--- src/rtl/neuron_ctrl_pkg.sv ---
// Shared types and constants for the neuron frame sequencer.
// The FIFO entry packs {train, frame[7:0]}.
package neuron_ctrl_pkg;

    typedef enum logic [1:0] {
        IDLE   = 2'd0,
        RUN    = 2'd1,
        REPORT = 2'd2,
        CLEAR  = 2'd3
    } state_t;

    localparam int ENTRY_W        = 9;
    localparam int FRAME_W        = 8;
    localparam int DEF_FIFO_DEPTH = 4;
    localparam int DEF_STEPS_W    = 4;
    localparam int DEF_CNT_W      = 8;

endpackage

--- src/rtl/spike_fifo.sv ---
// Synchronous FIFO with full/empty flags and asynchronous reset.
// The pointers carry one extra wrap bit so that full and empty can be told apart.
module spike_fifo #(
    parameter int DEPTH = 4,
    parameter int WIDTH = 9
) (
    input  logic             clk,
    input  logic             reset,
    input  logic             push,
    input  logic             pop,
    input  logic [WIDTH-1:0] din,
    output logic [WIDTH-1:0] dout,
    output logic             full,
    output logic             empty
);

    localparam int AW = $clog2(DEPTH);

    logic [WIDTH-1:0] mem [DEPTH];
    logic [AW:0]      wr_ptr;
    logic [AW:0]      rd_ptr;
    logic             do_push;
    logic             do_pop;

    assign do_push = push && !full;
    assign do_pop  = pop && !empty;

    always_ff @(posedge clk or posedge reset) begin
        if (reset) begin
            wr_ptr <= '0;
            rd_ptr <= '0;
        end else begin
            if (do_push) wr_ptr <= wr_ptr + (AW+1)'(1);
            if (do_pop)  rd_ptr <= rd_ptr + (AW+1)'(1);
        end
    end

    // Storage needs no reset: an entry is only read after it has been written.
    always_ff @(posedge clk) begin
        if (do_push) mem[wr_ptr[AW-1:0]] <= din;
    end

    assign dout  = mem[rd_ptr[AW-1:0]];
    assign empty = (wr_ptr == rd_ptr);
    assign full  = (wr_ptr[AW] != rd_ptr[AW]) && (wr_ptr[AW-1:0] == rd_ptr[AW-1:0]);

endmodule

--- src/rtl/neuron_ctrl.sv ---
// Frame sequencer for one leaky integrate-and-fire neuron: buffers frames, drives
// each for cfg_steps timesteps, counts output spikes and reports the count.
module neuron_ctrl
    import neuron_ctrl_pkg::*;
#(
    parameter int FIFO_DEPTH = DEF_FIFO_DEPTH,
    parameter int STEPS_W    = DEF_STEPS_W,
    parameter int CNT_W      = DEF_CNT_W
) (
    input  logic               clk,
    input  logic               reset,
    input  logic [7:0]         frame_in,
    input  logic               frame_valid,
    output logic               frame_ready,
    input  logic               train,
    input  logic [STEPS_W-1:0] cfg_steps,
    output logic [7:0]         spikes_out,
    output logic               learn_out,
    output logic               neuron_clr,
    input  logic               spike_in,
    output logic [CNT_W-1:0]   result_count,
    output logic               result_valid,
    input  logic               result_ready,
    output state_t             fsm_state
);

    // Handshakes (frame and result ports): a transfer happens on a rising edge where
    // valid and ready are both high; the producer holds valid and data until then.

    state_t               state;
    state_t               next_state;
    logic [ENTRY_W-1:0]   fifo_dout;
    logic                 fifo_full;
    logic                 fifo_empty;
    logic                 pop;
    logic [FRAME_W-1:0]   frame_reg;
    logic                 train_reg;
    logic [STEPS_W-1:0]   step_cnt;
    logic [CNT_W-1:0]     spike_cnt;

    spike_fifo #(
        .DEPTH (FIFO_DEPTH),
        .WIDTH (ENTRY_W)
    ) u_fifo (
        .clk   (clk),
        .reset (reset),
        .push  (frame_valid && frame_ready),
        .pop   (pop),
        .din   ({train, frame_in}),
        .dout  (fifo_dout),
        .full  (fifo_full),
        .empty (fifo_empty)
    );

    assign frame_ready = !fifo_full;
    assign pop         = (state == IDLE) && !fifo_empty;

    always_ff @(posedge clk or posedge reset) begin
        if (reset) state <= IDLE;
        else       state <= next_state;
    end

    always_comb begin
        next_state = state;
        case (state)
            IDLE:    if (!fifo_empty) next_state = RUN;
            RUN:     if (step_cnt == STEPS_W'(1)) next_state = REPORT;
            REPORT:  if (result_ready) next_state = CLEAR;
            CLEAR:   next_state = IDLE;
            default: next_state = IDLE;
        endcase
    end

    // A programmed step count of zero runs a single timestep.
    always_ff @(posedge clk or posedge reset) begin
        if (reset) begin
            frame_reg <= '0;
            train_reg <= 1'b0;
            step_cnt  <= '0;
            spike_cnt <= '0;
        end else if (pop) begin
            frame_reg <= fifo_dout[FRAME_W-1:0];
            train_reg <= fifo_dout[ENTRY_W-1];
            step_cnt  <= (cfg_steps == '0) ? STEPS_W'(1) : cfg_steps;
            spike_cnt <= '0;
        end else if (state == RUN) begin
            step_cnt <= step_cnt - STEPS_W'(1);
            if (spike_in && (spike_cnt != '1)) spike_cnt <= spike_cnt + CNT_W'(1);
        end
    end

    assign spikes_out   = (state == RUN) ? frame_reg : '0;
    assign learn_out    = (state == RUN) && train_reg;
    assign result_valid = (state == REPORT);
    assign result_count = spike_cnt;
    assign neuron_clr   = (state == CLEAR);
    assign fsm_state    = state;

endmodule

--- config.mk ---
export PLATFORM = sky130hd
export DESIGN_NAME = neuron_ctrl
export DESIGN_NICKNAME = d
export VERILOG_FILES = /design/src/rtl/neuron_ctrl_pkg.sv /design/src/rtl/spike_fifo.sv /design/src/rtl/neuron_ctrl.sv
export SDC_FILE = /design/constraint.sdc
export NUM_CORES = 1
export LEC_CHECK = 0
export ABC_AREA = 1
export CELL_PAD_IN_SITES_DETAIL_PLACEMENT = 2
export CELL_PAD_IN_SITES_GLOBAL_PLACEMENT = 2
export CORE_ASPECT_RATIO = 0.5
export CORE_MARGIN = 5
export CORE_UTILIZATION = 37
export CTS_CLUSTER_SIZE = 16
export DETAILED_ROUTE_END_ITERATION = 10
export PLACE_DENSITY_LB_ADDON = 0.3
export REMOVE_ABC_BUFFERS = 1
export SKIP_LAST_GASP = 1
export SYNTH_ARGS = -nofsm -noshare
export SYNTH_HDL_FRONTEND = slang
export SYNTH_SLANG_ARGS = --single-unit
--- constraint.sdc ---
create_clock -name clk -period 3.5 [get_ports clk]
set_input_delay 0.35 -clock clk [delete_from_list [all_inputs] [get_ports clk]]
set_output_delay 0.35 -clock clk [all_outputs]
set_load 0.01 [all_outputs]
### Word-level counts from Yosys, hierarchy flattened

Memory sizes are Yosys's and may differ from the RTL's. A register that Yosys moved wholly into a read port is not among the register bits.
Cells that the tools add are included.

* register bits: 20
* RAM bits: 36
* input bits: 18
* output and inout port bits: 22
* word-level logic and storage cells: 49
* memories kept: 1

* $add $sub $neg: 4
* equality and inequality tests: 11
* mux-type cells: 13
* reduce and logical (&&, ||, !) cells: 15

Memories
* u_fifo.mem: words 4, width 9, rd ports 1, clocked after Yosys merged registers in 1, wr ports 1, RTL line spike_fifo.sv:19 `logic [WIDTH-1:0] mem [DEPTH];`

Operator list (number)
* 8-bit 2-to-1 mux: 4
* 4-bit 2-to-1 mux: 3
* 8-bit by 1-bit adder with 8-bit output (second input constant): 1
* 8-bit != test (second input constant): 1
* 2-bit one-hot mux with 4 select lines: 1
* 1-bit logical AND: 7
* 3-bit by 1-bit adder with 3-bit output (second input constant): 2
* 2-bit 2-to-1 mux: 3
* 2-bit == test (second input constant): 2
* 4-bit by 1-bit == test with 1-bit output (second input constant): 1
* 4-bit zero test: 1
* 2-bit != test (second input constant): 2
* 2-bit nonzero test: 2
* 4-bit by 1-bit subtractor with 4-bit output (second input constant): 1
* 3-bit == test: 1
* 3-bit AND reduction: 1
* 2-bit by 1-bit == test with 1-bit output (second input constant): 1
* 2-bit == test: 1
* 1-bit zero test: 2
* 2-bit zero test: 1
* 1-bit 2-to-1 mux: 2
* 2-bit by 1-bit != test with 1-bit output (second input constant): 1
* 2-bit AND reduction: 1
* 1-bit != test: 1

### Longest topological paths before layout

Gate-level depths: netlist of the first run.

* depth in word-level cells: 7
* mapped depth: 9
* mapped depth without buffers: 8

### Hierarchy

Synthesis of the first run repeated with hierarchy kept, for this count alone.

* cell total of the unflattened synthesis: 341
* area, all modules: 3168.0 sq um

Modules (own cells, without submodules)
* spike_fifo: instances 1, cells an instance 148, area each 1771.7 sq um, seq. area each 1231.2 sq um
* neuron_ctrl: instances 1, cells an instance 193, area each 1396.3 sq um, seq. area each 575.6 sq um

### Least setup slack after synthesis of the first run

Ideal clock, no wire load.

* kind: register to register
* from: register u_fifo.rd_ptr[0]
* to: memory u_fifo.mem[0][0], enable pin
* setup time: 374 ps
* arrival time: 1415 ps
* data required time: 3126 ps
* path slack: 1710 ps
* cell stages (with the launch flop): 7
* buffers on the path: 1
* clock period less this slack: 1790 ps
* cells stage by stage: dfrtp_1 -> buf_4 -> nand2_1 -> nand2_2 -> nand4_2 -> nand2_1 -> nor2_1

* word-level cells in the longest chain between the ends: 7

RTL lines
* from (decl): RTL line spike_fifo.sv:21 `logic [AW:0] rd_ptr;`
* from (signal assigned): RTL line spike_fifo.sv:34 `if (do_pop) rd_ptr <= rd_ptr + (AW+1)'(1);`
* 2-bit == test *: RTL line spike_fifo.sv:45 `assign full = (wr_ptr[AW] != rd_ptr[AW]) && (wr_ptr[AW-1:0] == rd_ptr[AW-1:0]);`
* 1-bit logical AND *: RTL line spike_fifo.sv:45
* 1-bit zero test *: RTL line neuron_ctrl.sv:55 `assign frame_ready = !fifo_full;`
* via frame_ready: RTL line neuron_ctrl.sv:14 `output logic frame_ready,`
* 1-bit logical AND: RTL line neuron_ctrl.sv:47 `.push (frame_valid && frame_ready),`
* 1-bit logical AND *: RTL line spike_fifo.sv:25 `assign do_push = push && !full;`
* 1-bit 2-to-1 mux *: RTL line spike_fifo.sv:40 `if (do_push) mem[wr_ptr[AW-1:0]] <= din;`
* 1-bit 2-to-1 mux (implied by the code) *: RTL line spike_fifo.sv:40
* to (decl): RTL line spike_fifo.sv:19

Mark *: on every way through the listed nets, which the timed path passes. The rest lies on a longest branch.

### Final worst setup path of the first run

* from: register u_fifo.rd_ptr[0]
* to: output port frame_ready

* word-level cells in the longest chain between the ends: 3

RTL lines (RTL line)
* 2-bit == test: spike_fifo.sv:45
* 1-bit logical AND: spike_fifo.sv:45
* 1-bit zero test: neuron_ctrl.sv:55
* to (decl): neuron_ctrl.sv:14

No other way between the ends.

==> summary.txt, run 1 <==
Route
  • Wire per inst: about 19 um
  • Routed Antenna Nets: 0
  • TritonRoute pass-1 iters: 4
  • Initial DRC Count: 82
  • Vias post-DR: 2371
  • Vias per cell: between 4 and 5
  • Final WL: 8.94 mm
  • # DRC: 0

Critical path
  • Worst reg-to-reg path cell count: 6
  • Crit-path max FO: 21
  • CP Launch Type: flip-flop
  • Critical path class: reg -> out
  • Worst Path Required: around 3.2 ns
  • Crit end category: primary output
  • Crit path DAT: ~2.6 ns

Synth
  • FFs w/ async S/R, synth: 44.6%
  • Cell Area, Synth: 3100 sq um
  • Synth top area cells: edfxtp_1 (35%), dfrtp_1 (23%), nand2_1 (9.9%)
  • Yosys reg bits: 65
  • Yosys warns: 0
  • Sequential share of the synthesized area: 58.3%
  • Avg Cell Area, Syn: 9.56 sq um
  • Netlist cell types: 30
  • Main synth FF type: edfxtp_1
  • Post-Syn Instances: 324
  • Synth area leader: edfxtp_1
  • Yosys top cell area share: 34.9%
  • EDFF count, synth: 36

Placement
  • Place WS: roughly 0.6 ns
  • RD Place Congestion: 0.828
  • Post-DP HPWL: 6.44 mm
  • Port Buffers: 39

Floorplanning
  • Core Footprint: 8090 sq um
  • IO Pins: 40
  • Cell Rows: 23
  • Initial Util: 38.3%
  • DIE AREA: between 10000 and 15000 sq um
  • Die Wd: 139 um
  • Die H: 74.7 um

Clock network
  • Hold_buf cts: 0
  • Max Root-Sink Buffers: 2
  • Clock transition at path regs: 0.06 ns
  • Clk root buf: clkbuf_16
  • CTS H-tree lvls: 3
  • Post_cts resized: 0
  • Setup bufs post-CTS: 0
  • TritonCTS buffer count: 9
  • CTS tree: done
  • Skew-Pair Late Insertion Delay: ~0.33 ns
  • Clock Sinks: 65

GRT
  • Largest net degree at the start of global routing: 30
  • Total gr overflow: 0
  • Initial antenna violation count: 0
  • GRT Total Usage: 18.8%
  • First-pass GRT wire length: 14.7 mm
  • Vias in the first global route: 2686

Timing
  • Unrepaired setup endpoints after global routing: false
  • Final hold vios: 0
  • Max Clock Skew: ~0.0044 ns
  • Post-route minimum period: ~2.9 ns
  • Fmax: 0.344 GHz
  • Max-slew violations: 0
  • Final setup margin: 0.590 ns
  • Least-Margin Pin Slew: 0.773 ns
  • Hold Slack: about 0.4 ns
  • Setup TNS: 0 ns
  • Relative slew slack: 48.3%
  • Share of the clock period used by the worst path: ~83%
  • Finish-stage setup viols: 0

Power and ir drop
  • Max IR drop VDD: about 0.00035 V
  • Leakage power total: 0.00167 uW
  • Power Density: 886 nW/um^2

Hold path
  • Hold WC Path Type: in -> async

Cells and area
  • Layout cell share with drive strength beyond 1: 6.76%
  • Antenna Cells: 0
  • Max reg flops: 36
  • Commonest non-fill, non-tap cells in the layout: nand2_1 (82), clkdlybuf4s50_1 (39), inv_1 (37), nor2_1 (37), edfxtp_1 (36)
  • Layout Nets: ~400
  • Synth-to-layout area growth: 24.1%
  • Most common cell after layout, fill and taps aside: nand2_1

Flow run
  • Number of max-cap violations: 0

Outcome
  • Status: completed
[Yosys cell counts, types with 3 or more instances]
cell type  instances
xor2_1             3
buf_6              3
dfrtp_1           29
nand4_1            4
nand3_1           19
inv_1             37
buf_2              3
o21ai_1            4
nand2_2            3
o21ai_0           21
a21oi_1            4
nand2_1           82
ha_1              12
o22ai_1            9
nor2_1            37
edfxtp_1          36
[metal layers]
layer	vias to the layer above	GRT usage (%)	wire length (um)
met2	29	32.5	4330
li1	1147	-	-
met1	1190	23.3	4220
met3	5	6.85	327
met4	0	3.47	65
met5	-	0	0
[final timing paths]
path	slack, ns	startpoint	endpoint
min	0.41	reset	step_cnt[3]
max	0.59	u_fifo.rd_ptr[0]	frame_ready
max reg2reg	0.60	u_fifo.rd_ptr[0]	u_fifo.mem[3][0]
min in group clk	0.49	train_reg	train_reg
max in group asynchronous	2.79	reset	frame_reg[0]
min reg2reg	0.49	train_reg	train_reg
[final cells by class]
class                      count  area, sq um
timing repair buffer          40          398
tap                          112          140
fill                         851         4240
clock inverter                 6         51.3
sequential                    65         1810
clock buffer                  10          229
multi-input combinational    210         1070
inverter                      39          149
[critical path: stages (launching register included)]
cell and delay [ns]:
dfrtp_1 0.72, inv_1 0.46, nand2_1 0.20, nand2_2 0.11, nand4_2 0.15, clkdlybuf4s50_1 0.58
[power by group]
part,total [uW],leakage [uW],internal (uW),switching (uW)
Clock,844,0.000134,488,357
Sequential,1240,0.000698,1050,195
Combinational,1320,0.000838,476,844
[metrics by stage]
stage	std cells	utilization, %	area, sq um	total power (uW)
5_1_grt	482	47.5	3840	3670
6_report	482	47.5	3840	3410
2_1_floorplan	314	-	3030	2030
3_3_place_gp	466	44.1	3560	2460
3_5_place_dp	466	44.1	3560	2560
4_1_cts	482	47.5	3840	3450
[cells by family after synthesis]
| logic type | synth area share, % |
|---|---|
| and+or+nand+nor | 21.0 |
| DFF | 58.3 |
| xor gates and xnor gates | 1.41 |
| buffers and inverters | 7.11 |
| adders and majority gates | 4.85 |
| AOI/OAI and AO/OA | 7.27 |
(Power assumes the default switching activity.)
==> inputs of run 2 (changes only) <==
--- a/config.mk
+++ b/config.mk
@@ -10,7 +10,7 @@
 export CELL_PAD_IN_SITES_GLOBAL_PLACEMENT = 2
 export CORE_ASPECT_RATIO = 0.5
 export CORE_MARGIN = 5
-export CORE_UTILIZATION = 37
+export CORE_UTILIZATION = 34
 export CTS_CLUSTER_SIZE = 16
 export DETAILED_ROUTE_END_ITERATION = 10
 export PLACE_DENSITY_LB_ADDON = 0.3
==> constraint.sdc (replaced) <==
create_clock -name clk -period 2.88 [get_ports clk]
set_input_delay 0.288 -clock clk [delete_from_list [all_inputs] [get_ports clk]]
set_output_delay 0.288 -clock clk [all_outputs]
set_load 0.01 [all_outputs]
==> summary.txt, run 2 (same netlist as run 1, synthesis figures left out) <==
Clock network
  • Post_cts resized: 0 (unchanged)
  • Setup bufs post-CTS: 0 (unchanged)
  • Skew-Pair Late Insertion Delay: 0.33 ns (about the same)
  • Clock Sinks: 65 (unchanged)
  • CTS H-tree lvls: 3 (unchanged)
  • Clock transition at path regs: 0.06 ns (about the same)
  • CTS tree: done
  • TritonCTS buffer count: 9 (unchanged)
  • Max Root-Sink Buffers: 2 (unchanged)
  • Clk root buf: clkbuf_16
  • Hold_buf cts: 0 (unchanged)

Critical path
  • Buffers plus inverters on the worst setup path: 1 (-1)
  • Crit-path leading delay family: simple AND/OR/NAND/NOR gates
  • Critical path class: reg -> reg
  • CP Launch Type: flip-flop
  • Crit path DAT: 2.46 ns (-0.10 ns)
  • Ordered cell list for the critical path: inv_1, nand2_1, nand2_2, nand4_2, nand2_1, nor2_1
  • Slowest stage cell, crit path: nor2_1
  • Crit end category: flip-flop
  • Worst Setup SP: u_fifo.rd_ptr[1]
  • Worst Path Required: 2.84 ns (-0.31 ns)
  • CP most frequent cell: nand2_1
  • Worst flop-to-flop path startpoint: u_fifo.rd_ptr[1]
  • Crit-path max FO: 12 (-43%)
  • CP peak stage delay: 0.73 ns (about the same)

Timing
  • Share of the clock period used by the worst path: 87.0%
  • Setup TNS: 0 ns (unchanged)
  • Finish-stage setup viols: 0 (unchanged)
  • Unrepaired setup endpoints after global routing: false
  • Least-Margin Pin Slew: 0.891 ns (+0.118 ns)
  • Relative slew slack: 40.4% (-7.9 points)
  • Fmax: 0.399 GHz
  • Max Clock Skew: 0.00762 ns (+0.00324 ns)
  • Max-slew violations: 0 (unchanged)
  • Final hold vios: 0 (unchanged)
  • Post-route minimum period: 2.50 ns
  • Final setup margin: 0.375 ns (-0.215 ns)

Placement
  • Post-DP HPWL: 5.81 mm (-9.8%)
  • Placed insts: 473 (+1.5%)
  • Port Buffers: 39 (unchanged)
  • RD Place Congestion: 0.756 (-8.8%)
  • Place WS: 0.400 ns (-0.192 ns)

GRT
  • First-pass GRT wire length: 14.1 mm (-4.0%)
  • Initial antenna violation count: 0 (unchanged)
  • Total gr overflow: 0 (unchanged)
  • Gr busiest metal: met2
  • GRT met2 Usage: 27.9% (-4.6 points)
  • Vias in the first global route: 2767 (+3.0%)
  • Met3 usage: 4.77% (-2.1 points)
  • Met1 Usage GRT: 18.6% (-4.8 points)
  • GRT Total Usage: 15.9% (-2.9 points)
  • Largest net degree at the start of global routing: 30 (unchanged)

Floorplanning
  • Initial Util: 35.2% (-3.1 points)
  • DIE AREA: 11200 sq um (+7.9%)
  • Die H: 77.5 um (+3.7%)
  • Die Wd: 145 um (+4.0%)
  • Core Footprint: 8800 sq um (+8.8%)
  • Cell Rows: 24 (+4.3%)
  • IO Pins: 40 (unchanged)

Cells and area
  • Final Non-Filler Cells: 489 (+1.5%)
  • Fin util: 43.9% (-3.6 points)
  • Antenna Cells: 0 (unchanged)
  • Layout Nets: 397 (+0.51%)
  • Commonest non-fill, non-tap cells in the layout: nand2_1 (82), clkdlybuf4s50_1 (39), inv_1 (37), nor2_1 (37), edfxtp_1 (36)
  • Fillers: 937 (+10%)
  • Synth-to-layout area growth: 24.7%
  • Layout cell share with drive strength beyond 1: 7.26% (+0.50 points)
  • Most common cell after layout, fill and taps aside: nand2_1
  • Max reg flops: 36 (unchanged)

Route
  • Initial DRC Count: 115 (+40%)
  • Final WL: 8.45 mm (-5.6%)
  • Routed Antenna Nets: 0 (unchanged)
  • Vias post-DR: 2405 (+1.4%)
  • Wire per inst: 17.3 um (-6.9%)
  • TritonRoute pass-1 iters: 4 (unchanged)
  • # DRC: 0 (unchanged)
  • Vias per cell: 4.92 (about the same)

Outcome
  • Status: completed

Power and ir drop
  • Final Power: 4130 uW (+21%)
  • Leakage power total: 0.00167 uW (+0.15%)
  • Power Density: 1070 nW/um^2 (+21%)
  • Max IR drop VDD: 0.000439 V (+24%)

Flow run
  • Number of max-cap violations: 0 (unchanged)

Hold path
  • Hold WC Path Type: in -> async
==> run 2: area by class of cell <==
| type | count | area (sq um) | share of cell area, % |
|---|---|---|---|
| inverter | 39 | 149 | 3.85 |
| timing repair buffer | 42 | 413 | 10.7 |
| clock buffer | 9 | 225 | 5.83 |
| sequential | 65 | 1810 | 46.8 |
| tap | 117 | 146 | 3.79 |
| clock inverter | 7 | 52.6 | 1.36 |
| multi-input combinational | 210 | 1070 | 27.7 |
==> run 2: report_power, final <==
group	switching, uW	leakage [uW]	total, uW	internal [uW]
sequential	190	0.000698	1460	1270
combinational	1060	0.000848	1660	594
clock	424	0.000127	1010	587
total	1680	0.00167	4130	2450
==> run 2: path summary, 6_finish.rpt <==
kind                                    endpoint  slack, ns  cells after the start
worst max-delay path            u_fifo.mem[3][3]       0.38                      6
worst min-delay path             result_count[3]       0.34                      3
worst max register to register  u_fifo.mem[3][3]       0.38                      6
worst min register to register      frame_reg[6]       0.48                      2
max in group asynchronous           fsm_state[1]       2.24                      3
min in group clk                    frame_reg[6]       0.48                      2
==> run 2: stage by stage <==
step                hold WS, ns  cell area, sq um
floorplan                 0.366              3030
global placement          0.465              3580
detailed placement        0.474              3580
CTS                       0.356              3860
global route              0.380              3860
finish                    0.341              3860
==> run 2: layer usage <==
layer | routed length, um | up-vias
li1 | - | 1148
met1 | 3790 | 1204
met2 | 4210 | 41
met3 | 303 | 12
met4 | 148 | 0
met5 | 0 | -
==> run 2: worst reg2reg max path, cell delays in order (launching register included) <==
cell and delay (ns):
dfrtp_1 0.58, inv_1 0.26, nand2_1 0.13, nand2_2 0.09, nand4_2 0.14, nand2_1 0.20, nor2_1 0.73
==> inputs of run 3 (changes only) <==
--- a/config.mk
+++ b/config.mk
@@ -10,10 +10,11 @@
 export CELL_PAD_IN_SITES_GLOBAL_PLACEMENT = 2
 export CORE_ASPECT_RATIO = 0.5
 export CORE_MARGIN = 5
-export CORE_UTILIZATION = 34
+export CORE_UTILIZATION = 36
+export CTS_BUF_LIST = sky130_fd_sc_hd__clkbuf_8
 export CTS_CLUSTER_SIZE = 16
 export DETAILED_ROUTE_END_ITERATION = 10
-export PLACE_DENSITY_LB_ADDON = 0.3
+export PLACE_DENSITY_LB_ADDON = 0.1
 export REMOVE_ABC_BUFFERS = 1
 export SKIP_LAST_GASP = 1
 export SYNTH_ARGS = -nofsm -noshare
==> summary.txt, run 3 (same netlist as run 1, synthesis figures left out) <==
Clock network
  • Clock Sinks: 65 (unchanged)
  • TritonCTS buffer count: 9 (unchanged)
  • Clock transition at path regs: 0.08 ns (+0.02 ns)
  • Post_cts resized: 0 (unchanged)
  • Setup bufs post-CTS: 0 (unchanged)
  • CTS H-tree lvls: 3 (unchanged)
  • Clk root buf: clkbuf_8
  • Max Root-Sink Buffers: 2 (unchanged)
  • Skew-Pair Late Insertion Delay: 0.35 ns (+0.02 ns)
  • Hold_buf cts: 0 (unchanged)
  • CTS tree: done

GRT
  • Vias in the first global route: 2680 (-3.1%)
  • Total gr overflow: 0 (unchanged)
  • GRT Total Usage: 17.3% (+1.4 points)
  • Largest net degree at the start of global routing: 30 (unchanged)
  • Initial antenna violation count: 0 (unchanged)
  • First-pass GRT wire length: 14.0 mm (-0.54%)

Hold path
  • Hold WC Path Type: in -> async

Route
  • TritonRoute pass-1 iters: 4 (unchanged)
  • Vias post-DR: 2368 (-1.5%)
  • Routed Antenna Nets: 0 (unchanged)
  • Initial DRC Count: 39 (-66%)
  • # DRC: 0 (unchanged)
  • Wire per inst: 17.3 um (+0.16%)
  • Final WL: 8.37 mm (-0.86%)
  • Vias per cell: 4.89 (-0.52%)

Cells and area
  • Fillers: 892 (-4.8%)
  • Most common cell after layout, fill and taps aside: nand2_1
  • FF+latch area: 1810 sq um (unchanged)
  • Multi-input gate area: 1070 sq um (unchanged)
  • Synth-to-layout area growth: 23.6%
  • Antenna Cells: 0 (unchanged)
  • Layout Nets: 398 (+0.25%)
  • Post-route cell area: 3830 sq um (-0.94%)
  • Max reg flops: 36 (unchanged)
  • Commonest non-fill, non-tap cells in the layout: nand2_1 (82), clkdlybuf4s50_1 (39), inv_1 (37), nor2_1 (37), edfxtp_1 (36)
  • Layout cell share with drive strength beyond 1: 7.53% (+0.27 points)

Critical path
  • Crit path DAT: 2.16 ns (-0.30 ns)
  • CP Launch Type: flip-flop
  • Crit end category: primary output
  • Worst reg-to-reg path cell count: 6 (unchanged)
  • Critical path class: reg -> out
  • Crit-path max FO: 14 (+2)
  • Worst Path Required: 2.59 ns (-0.25 ns)

Power and ir drop
  • Leakage power total: 0.00167 uW (about the same)
  • Max IR drop VDD: 0.000427 V (-2.9%)
  • Power Density: 1070 nW/um^2 (-0.13%)

Placement
  • Post-DP Area: 3590 sq um (about the same)
  • Port Buffers: 39 (unchanged)
  • Post-DP HPWL: 5.94 mm (+2.3%)
  • RD Place Congestion: 0.802 (+6.2%)

Timing
  • Setup TNS: 0 ns (unchanged)
  • Relative slew slack: 35.5% (-4.9 points)
  • Final hold vios: 0 (unchanged)
  • Finish-stage setup viols: 0 (unchanged)
  • Share of the clock period used by the worst path: 84.8% (-2.1 points)
  • Least-Margin Pin Slew: 0.964 ns (+0.0730 ns)
  • Max-slew violations: 0 (unchanged)
  • Fmax: 0.409 GHz (+2.5%)
  • Max Clock Skew: 0.00726 ns (-0.000366 ns)
  • Hold Slack: 0.331 ns (-0.00948 ns)
  • Post-route minimum period: 2.44 ns (-0.0614 ns)
  • Unrepaired setup endpoints after global routing: false

Floorplanning
  • Die H: 75.6 um (-2.5%)
  • DIE AREA: 10700 sq um (-5.0%)
  • IO Pins: 40 (unchanged)
  • Initial Util: 37.8% (+2.6 points)
  • Cell Rows: 23 (-4.2%)
  • Core Footprint: 8200 sq um (-6.8%)
  • Die Wd: 141 um (-2.6%)

Flow run
  • Number of max-cap violations: 0 (unchanged)

Outcome
  • Status: completed
-- run 3: changes by cell type in the layout (fill, tap and decap cells not counted) --
cell	delta
clkinv_4	+2
clkbuf_16	-9
bufinv_16	+3
clkinv_1	-1
clkbuf_8	+9
inv_6	-2
clkinvlp_4	-3
buf_4	+1
-- run 3: path summary, 6_finish.rpt --
kind	slack, ns	endpoint	startpoint
worst max-delay path	0.44	spikes_out[6]	fsm_state[1]
worst min-delay path	0.33	frame_reg[1]	reset
worst max register to register	0.52	u_fifo.mem[1][4]	u_fifo.rd_ptr[0]
worst min register to register	0.49	frame_reg[2]	frame_reg[2]
max in group asynchronous	2.26	frame_reg[4]	reset
min in group clk	0.49	frame_reg[2]	frame_reg[2]
-- run 3: worst max-delay path: stages (launching register included) --
cell             delay, ns
dfrtp_1               0.43
inv_1                 0.10
ha_1                  0.51
nand2_1               0.11
inv_1                 0.10
clkdlybuf4s50_1       0.55
-- run 3: power by group --
group / switching (uW) / internal, uW
clock network: 368 / 576
logic: 1090 / 602
registers: 176 / 1270
total: 1640 / 2450
-- run 3: layout make-up --
type	count	area share, %
clock buffer	9	3.24
inverter	39	3.89
tap	112	3.66
multi-input combinational	210	28.0
sequential	65	47.2
timing repair buffer	43	11.0
clock inverter	6	3.04
-- run 3: metrics by stage --
step / setup slack [ns] / util [%] / std cells / power, uW
detailed placement: 0.498 / 43.7 / 469 / 3160
finish: 0.436 / 46.7 / 484 / 4080
global placement: 0.727 / 43.7 / 469 / 3030
floorplan: 0.680 / - / 314 / 2460
global route: 0.233 / 46.7 / 484 / 4420
CTS: 0.379 / 46.7 / 484 / 4150
-- run 3: metal layers --
metal / track usage (%) / wire [um]
met1: 22.2 / 4050
met2: 30.0 / 3970
met3: 4.33 / 309
met4: 4.51 / 46
met5: 0 / 0
